[config.mk]
export PLATFORM = sky130hd
export DESIGN_NAME = fifo_rd_streamer_flat
export DESIGN_NICKNAME = d
export VERILOG_FILES = /design/src/rtl/fifo_rd_streamer_if.sv /design/src/rtl/fifo_rd_streamer.sv /design/src/flat_wrapper.sv
export SDC_FILE = /design/constraint.sdc
export NUM_CORES = 1
export LEC_CHECK = 0
export BUFFER_PORTS_ARGS = -buffer_cell sky130_fd_sc_hd__buf_4
export CORE_MARGIN = 4
export CORE_UTILIZATION = 46
export CTS_CLUSTER_DIAMETER = 120
export DETAILED_ROUTE_END_ITERATION = 8
export GPL_TIMING_DRIVEN = 0
export PLACE_DENSITY = 0.79
export SLEW_MARGIN = 15
export SYNTH_ARGS = -nofsm -noshare
export SYNTH_HDL_FRONTEND = slang
export SYNTH_SLANG_ARGS = --single-unit
[constraint.sdc]
create_clock -name i_rclk -period 1.64 [get_ports i_rclk]
set_input_delay 0.492 -clock i_rclk [delete_from_list [all_inputs] [get_ports i_rclk]]
set_output_delay 0.492 -clock i_rclk [all_outputs]
set_load 0.05 [all_outputs]
[src/rtl/fifo_rd_streamer_if.sv]
// Handshake bundle between the read-side drain engine and its FIFO/stream neighbours.
// master = the streamer itself; slave = whatever drives the FIFO flags and sinks the stream.
interface fifo_rd_streamer_if #(
  parameter int P_DATA_WIDTH = 4
);
  logic                    i_enable;
  logic                    o_fifo_rd_en;
  logic                    i_fifo_empty;
  logic [P_DATA_WIDTH-1:0] i_fifo_rdata;
  logic                    o_m_valid;
  logic                    i_m_ready;
  logic [P_DATA_WIDTH-1:0] o_m_data;
  logic                    o_m_last;
  logic [1:0]              o_occupancy;

  modport master (
    input  i_enable, i_fifo_empty, i_fifo_rdata, i_m_ready,
    output o_fifo_rd_en, o_m_valid, o_m_data, o_m_last, o_occupancy
  );

  modport slave (
    output i_enable, i_fifo_empty, i_fifo_rdata, i_m_ready,
    input  o_fifo_rd_en, o_m_valid, o_m_data, o_m_last, o_occupancy
  );
endinterface

[src/rtl/fifo_rd_streamer.sv]
// Async-FIFO read-side drain: credit-gated read enable, one-cycle RAM latency absorbed
// into a 3-entry skid buffer, presented as a framed valid/ready stream.
module fifo_rd_streamer #(
  parameter int P_DATA_WIDTH = 4,
  parameter int P_PKT_LEN    = 16
) (
  input  logic               i_rclk,
  input  logic               i_rrst,
  fifo_rd_streamer_if.master bus
);

  localparam int                PKT_W   = (P_PKT_LEN > 2) ? $clog2(P_PKT_LEN) : 1;
  localparam logic [PKT_W-1:0]  PKT_MAX = PKT_W'(P_PKT_LEN - 1);
  localparam logic [PKT_W-1:0]  PKT_ONE = PKT_W'(1);

  function automatic logic [1:0] ptr_inc(input logic [1:0] p);
    return (p == 2'd2) ? 2'd0 : p + 2'd1;
  endfunction

  logic [1:0]              count_q, count_d;
  logic [1:0]              wptr_q, wptr_d;
  logic [1:0]              rptr_q, rptr_d;
  logic [PKT_W-1:0]        pkt_q, pkt_d;
  logic                    inflight_q;
  logic [P_DATA_WIDTH-1:0] mem_q [3];

  logic rd_en;
  logic push;
  logic pop;
  logic m_valid;

  // Read issue: credit counts words already buffered plus the one still in the RAM pipe.
  assign rd_en   = !i_rrst && bus.i_enable && !bus.i_fifo_empty &&
                   (({1'b0, count_q} + {2'b00, inflight_q}) < 3'd3);
  assign push    = inflight_q;
  assign m_valid = (count_q != 2'd0);
  assign pop     = m_valid && bus.i_m_ready;

  always_comb begin
    count_d = count_q;
    wptr_d  = wptr_q;
    rptr_d  = rptr_q;
    pkt_d   = pkt_q;
    if (push) wptr_d = ptr_inc(wptr_q);
    if (pop) begin
      rptr_d = ptr_inc(rptr_q);
      pkt_d  = (pkt_q == PKT_MAX) ? '0 : pkt_q + PKT_ONE;
    end
    case ({push, pop})
      2'b10:   count_d = count_q + 2'd1;
      2'b01:   count_d = count_q - 2'd1;
      default: count_d = count_q;
    endcase
  end

  // Stage boundary: read accepted -> RAM data arrives next cycle and is captured at the tail.
  always_ff @(posedge i_rclk or posedge i_rrst) begin
    if (i_rrst) begin
      count_q    <= 2'd0;
      wptr_q     <= 2'd0;
      rptr_q     <= 2'd0;
      pkt_q      <= '0;
      inflight_q <= 1'b0;
    end else begin
      count_q    <= count_d;
      wptr_q     <= wptr_d;
      rptr_q     <= rptr_d;
      pkt_q      <= pkt_d;
      inflight_q <= rd_en;
    end
  end

  always_ff @(posedge i_rclk) begin
    if (push) mem_q[wptr_q] <= bus.i_fifo_rdata;
  end

  // Storage is left unreset, so data is gated to zero while the buffer is empty.
  assign bus.o_fifo_rd_en = rd_en;
  assign bus.o_m_valid    = m_valid;
  assign bus.o_m_data     = m_valid ? mem_q[rptr_q] : '0;
  assign bus.o_m_last     = m_valid && (pkt_q == PKT_MAX);
  assign bus.o_occupancy  = count_q;

endmodule
[src/flat_wrapper.sv]
// flat-port wrapper written by rule: the top's interface ports become plain ports
module fifo_rd_streamer_flat 
#(
  parameter int P_DATA_WIDTH = 4,
  parameter int P_PKT_LEN    = 16
)
  (i_rclk, i_rrst, bus_i_enable, bus_i_fifo_empty, bus_i_fifo_rdata, bus_i_m_ready, bus_o_fifo_rd_en, bus_o_m_valid, bus_o_m_data, bus_o_m_last, bus_o_occupancy);
  fifo_rd_streamer_if #(.P_DATA_WIDTH(P_DATA_WIDTH)) bus_i ();
  input  logic i_rclk;
  input  logic i_rrst;
  input wire logic [$bits(bus_i.i_enable)-1:0] bus_i_enable;
  input wire logic [$bits(bus_i.i_fifo_empty)-1:0] bus_i_fifo_empty;
  input wire logic [$bits(bus_i.i_fifo_rdata)-1:0] bus_i_fifo_rdata;
  input wire logic [$bits(bus_i.i_m_ready)-1:0] bus_i_m_ready;
  output wire logic [$bits(bus_i.o_fifo_rd_en)-1:0] bus_o_fifo_rd_en;
  output wire logic [$bits(bus_i.o_m_valid)-1:0] bus_o_m_valid;
  output wire logic [$bits(bus_i.o_m_data)-1:0] bus_o_m_data;
  output wire logic [$bits(bus_i.o_m_last)-1:0] bus_o_m_last;
  output wire logic [$bits(bus_i.o_occupancy)-1:0] bus_o_occupancy;
  assign bus_i.i_enable = bus_i_enable;
  assign bus_i.i_fifo_empty = bus_i_fifo_empty;
  assign bus_i.i_fifo_rdata = bus_i_fifo_rdata;
  assign bus_i.i_m_ready = bus_i_m_ready;
  assign bus_o_fifo_rd_en = bus_i.o_fifo_rd_en;
  assign bus_o_m_valid = bus_i.o_m_valid;
  assign bus_o_m_data = bus_i.o_m_data;
  assign bus_o_m_last = bus_i.o_m_last;
  assign bus_o_occupancy = bus_i.o_occupancy;
  fifo_rd_streamer #(.P_DATA_WIDTH(P_DATA_WIDTH), .P_PKT_LEN(P_PKT_LEN)) u_core (.i_rclk(i_rclk), .i_rrst(i_rrst), .bus(bus_i));
endmodule
==> results.yml <==
logic_synthesis:
  synthTopCellsByArea: "edfxtp_1, dfrtp_1, nand2_1"
  synth.largest_area_cell: "edfxtp_1"
  synthCells: 85
  synth_nets: 98
  syn_avg_cell_area_um2: 11.8
  synthesis.area_um2: 1000
  synth.top_cell.area_share_pct: 36.0
  ys_seq_elements: 23
  seq_area_frac_synth_pct: 63.4
  yosysWarnings: 0
  synth_cell_types: 22
route:
  route.detailed.drc: 0
  vias: 763
  routed_via_density: 5.26
  drt-total-wl_um: 2320
  drt-initial-drc-count: 14
  first_pass_iters: 4
  ant_nets: 0
  wire_per_inst_um: 16.0
critical_path:
  r2r_cells: 9
  cp_max_fo: 2
  cp-start-kind: "flop"
  r2r_start: "u_core.bus.o_occupancy[0]"
  end_kind: "primary output"
  worstPathArrival_ns: 1.60
  r2r_end: "u_core.bus.o_occupancy[1]"
  critPathKind: "reg2out"
  cp.required_ns: 1.15
  r2r_slack_ns: -0.06
cts:
  clockBufferDepth: 2
  htree_num_levels: 1
  numCtsBuffers: 3
  clk_latency_ns: 0.31
  root_buffer: "clkbuf_4"
  cts_tree: "done"
  cts_sinks: 23
  clk_pin_slew_ns: 0.13
sta:
  fin_crit_sh_pct: 127
  slew-limit-headroom_pct: 67.0
  rsz0062_at_grt: "true"
  fin_crit_ns: 2.09
  tns_ns: -2.47
  maxSlewViolCount: 0
  fin_ws_ns: -0.450
  hold_viol: 0
  setup_viol: 9
  worstMarginPinSlew_ns: 0.494
  skew_ns: 0.00237
  fmax_mhz: 479
power:
  ir_worst_vdd_uv: 1080
  leakage_uw: 0.000630
  cellPowerDensity_nw_per_um2: 1930
outcome:
  violations: "setup timing"
  status: "complete, but fails checks"
die:
  coreArea_um2: 2020
  io_pins: 18
  row_count: 16
  initial_core_util_pct: 49.6
  die_area_um2: 2990
  die_y_um: 54.7
  die_w_um: 54.7
placement:
  hpwl_um: 1320
  io_buffers: 17
  dp.cells: 129
  place_congestion: 0.684
hold_path:
  min_path_type: "in2async"
flow_run:
  drv_cap: 0
finish:
  final_util_pct: 72.9
  post_layout_nonfiller_instances: 145
  final_common_cell: "buf_4"
  diodes: 0
  fill_cells: 133
  layout_common_cells: "buf_4, edfxtp_1, nand2_1"
  syn_to_final_growth_pct: 47.1
  fin_nets: 132
  drive_gt1_share_pct: 55.1
global_routing:
  grt_pass1_vias: 716
  antenna_found_initial: 0
  grt_max_degree: 14
  grt_pass1_wl_um: 3170
  grt_overflow: 0
  grt.total_usage_pct: 15.7
through the flow:
step | instance area [um2] | power (uW) | hold slack [ns] | worst slack (ns)
6_report | 1470 | 2850 | 0.185 | -0.450
5_1_grt | 1470 | 3000 | 0.198 | -0.518
4_1_cts | 1390 | 2650 | 0.186 | -0.483
3_5_place_dp | 1210 | 2100 | 0.480 | -0.403
3_3_place_gp | 1210 | 2050 | 0.460 | -0.378
2_1_floorplan | 1050 | 1790 | 0.353 | -0.296
cell families (layout without fill, tap and decap cells):
group / after synthesis / count (layout) / synth area share, %
AND/OR/NAND/NOR: 28 / 28 / 11.9
flip-flops: 23 / 23 / 63.4
AO/OA/AOI/OAI: 14 / 14 / 8.12
buffers and inverters: 8 / 41 / 3.62
adder cells (fa/ha/maj): 4 / 4 / 4.99
XOR/XNOR: 4 / 4 / 3.50
multiplexers: 4 / 4 / 4.49
repair_timing:
action                                  4_1_cts  5_1_grt
endpoints found under the setup margin        7       10
hold endpoints to repair                      0        0
resized for setup                            26       12
hold buffers                                  0        0
pin swaps                                    13        6
setup buffers                                 8        5
state kept, by name, summed over array words and instances (netlist names):
register,flops
u_core.wptr_q,2
u_core.mem_q,12
u_core.rptr_q,2
u_core.bus.o_occupancy,2
u_core.inflight_q,1
u_core.pkt_q,4
routing by layer:
metal | up-vias | global-route usage (%) | share of wire (%)
li1 | 357 | - | -
met1 | 379 | 16.6 | 36
met2 | 16 | 27.8 | 56
met3 | 11 | 4.09 | 3.4
met4 | 0 | 8.71 | 4.1
met5 | - | 0 | 0
report_power, final:
part	total, uW	internal (uW)	switching (uW)
logic	1650	743	907
registers	933	760	173
clock network	263	91.2	172
how the worst max path moves through the flow:
stage | start | to | slack, ns | cells after the start
after floorplan | u_core.bus.o_occupancy[0] | bus_o_fifo_rd_en | -0.30 | 5
after global placement | i_rrst | bus_o_fifo_rd_en | -0.38 | 5
after detailed placement | i_rrst | bus_o_fifo_rd_en | -0.40 | 5
after CTS | u_core.bus.o_occupancy[0] | bus_o_fifo_rd_en | -0.48 | 6
after global routing | u_core.bus.o_occupancy[0] | bus_o_fifo_rd_en | -0.52 | 6
final | u_core.bus.o_occupancy[0] | bus_o_fifo_rd_en | -0.45 | 6
worst max-delay path, stage by stage, from the launching register on:
cell and delay (ns):
dfrtp_2 0.46, ha_4 0.17, ha_4 0.16, nor2_4 0.09, nand3_2 0.10, a21oi_4 0.15, buf_6 0.17
cell usage after synthesis, drive strengths merged:
library cell and count:
xor2 1, nand3 3, edfxtp 12, inv 7, xnor2 3, nor2 6
mux2 4, buf 1, nand4 1, a21oi 6, ha 4, and3 1
dfrtp 11, o31ai 1, nand2b 1, o21ai 5, a21o 2, nand2 16
layout make-up:
type	count	area, um2	area share (%)
Timing Repair Buffer	30	270	18.3
Multi-Input combinational cell	54	474	32.2
Inverter	7	28.8	1.95
Clock inverter	1	5.00	0.340
Sequential cell	23	639	43.4
Clock buffer	3	22.5	1.53
Tap cell	27	33.8	2.29
Power figures use the tool's default switching activity.
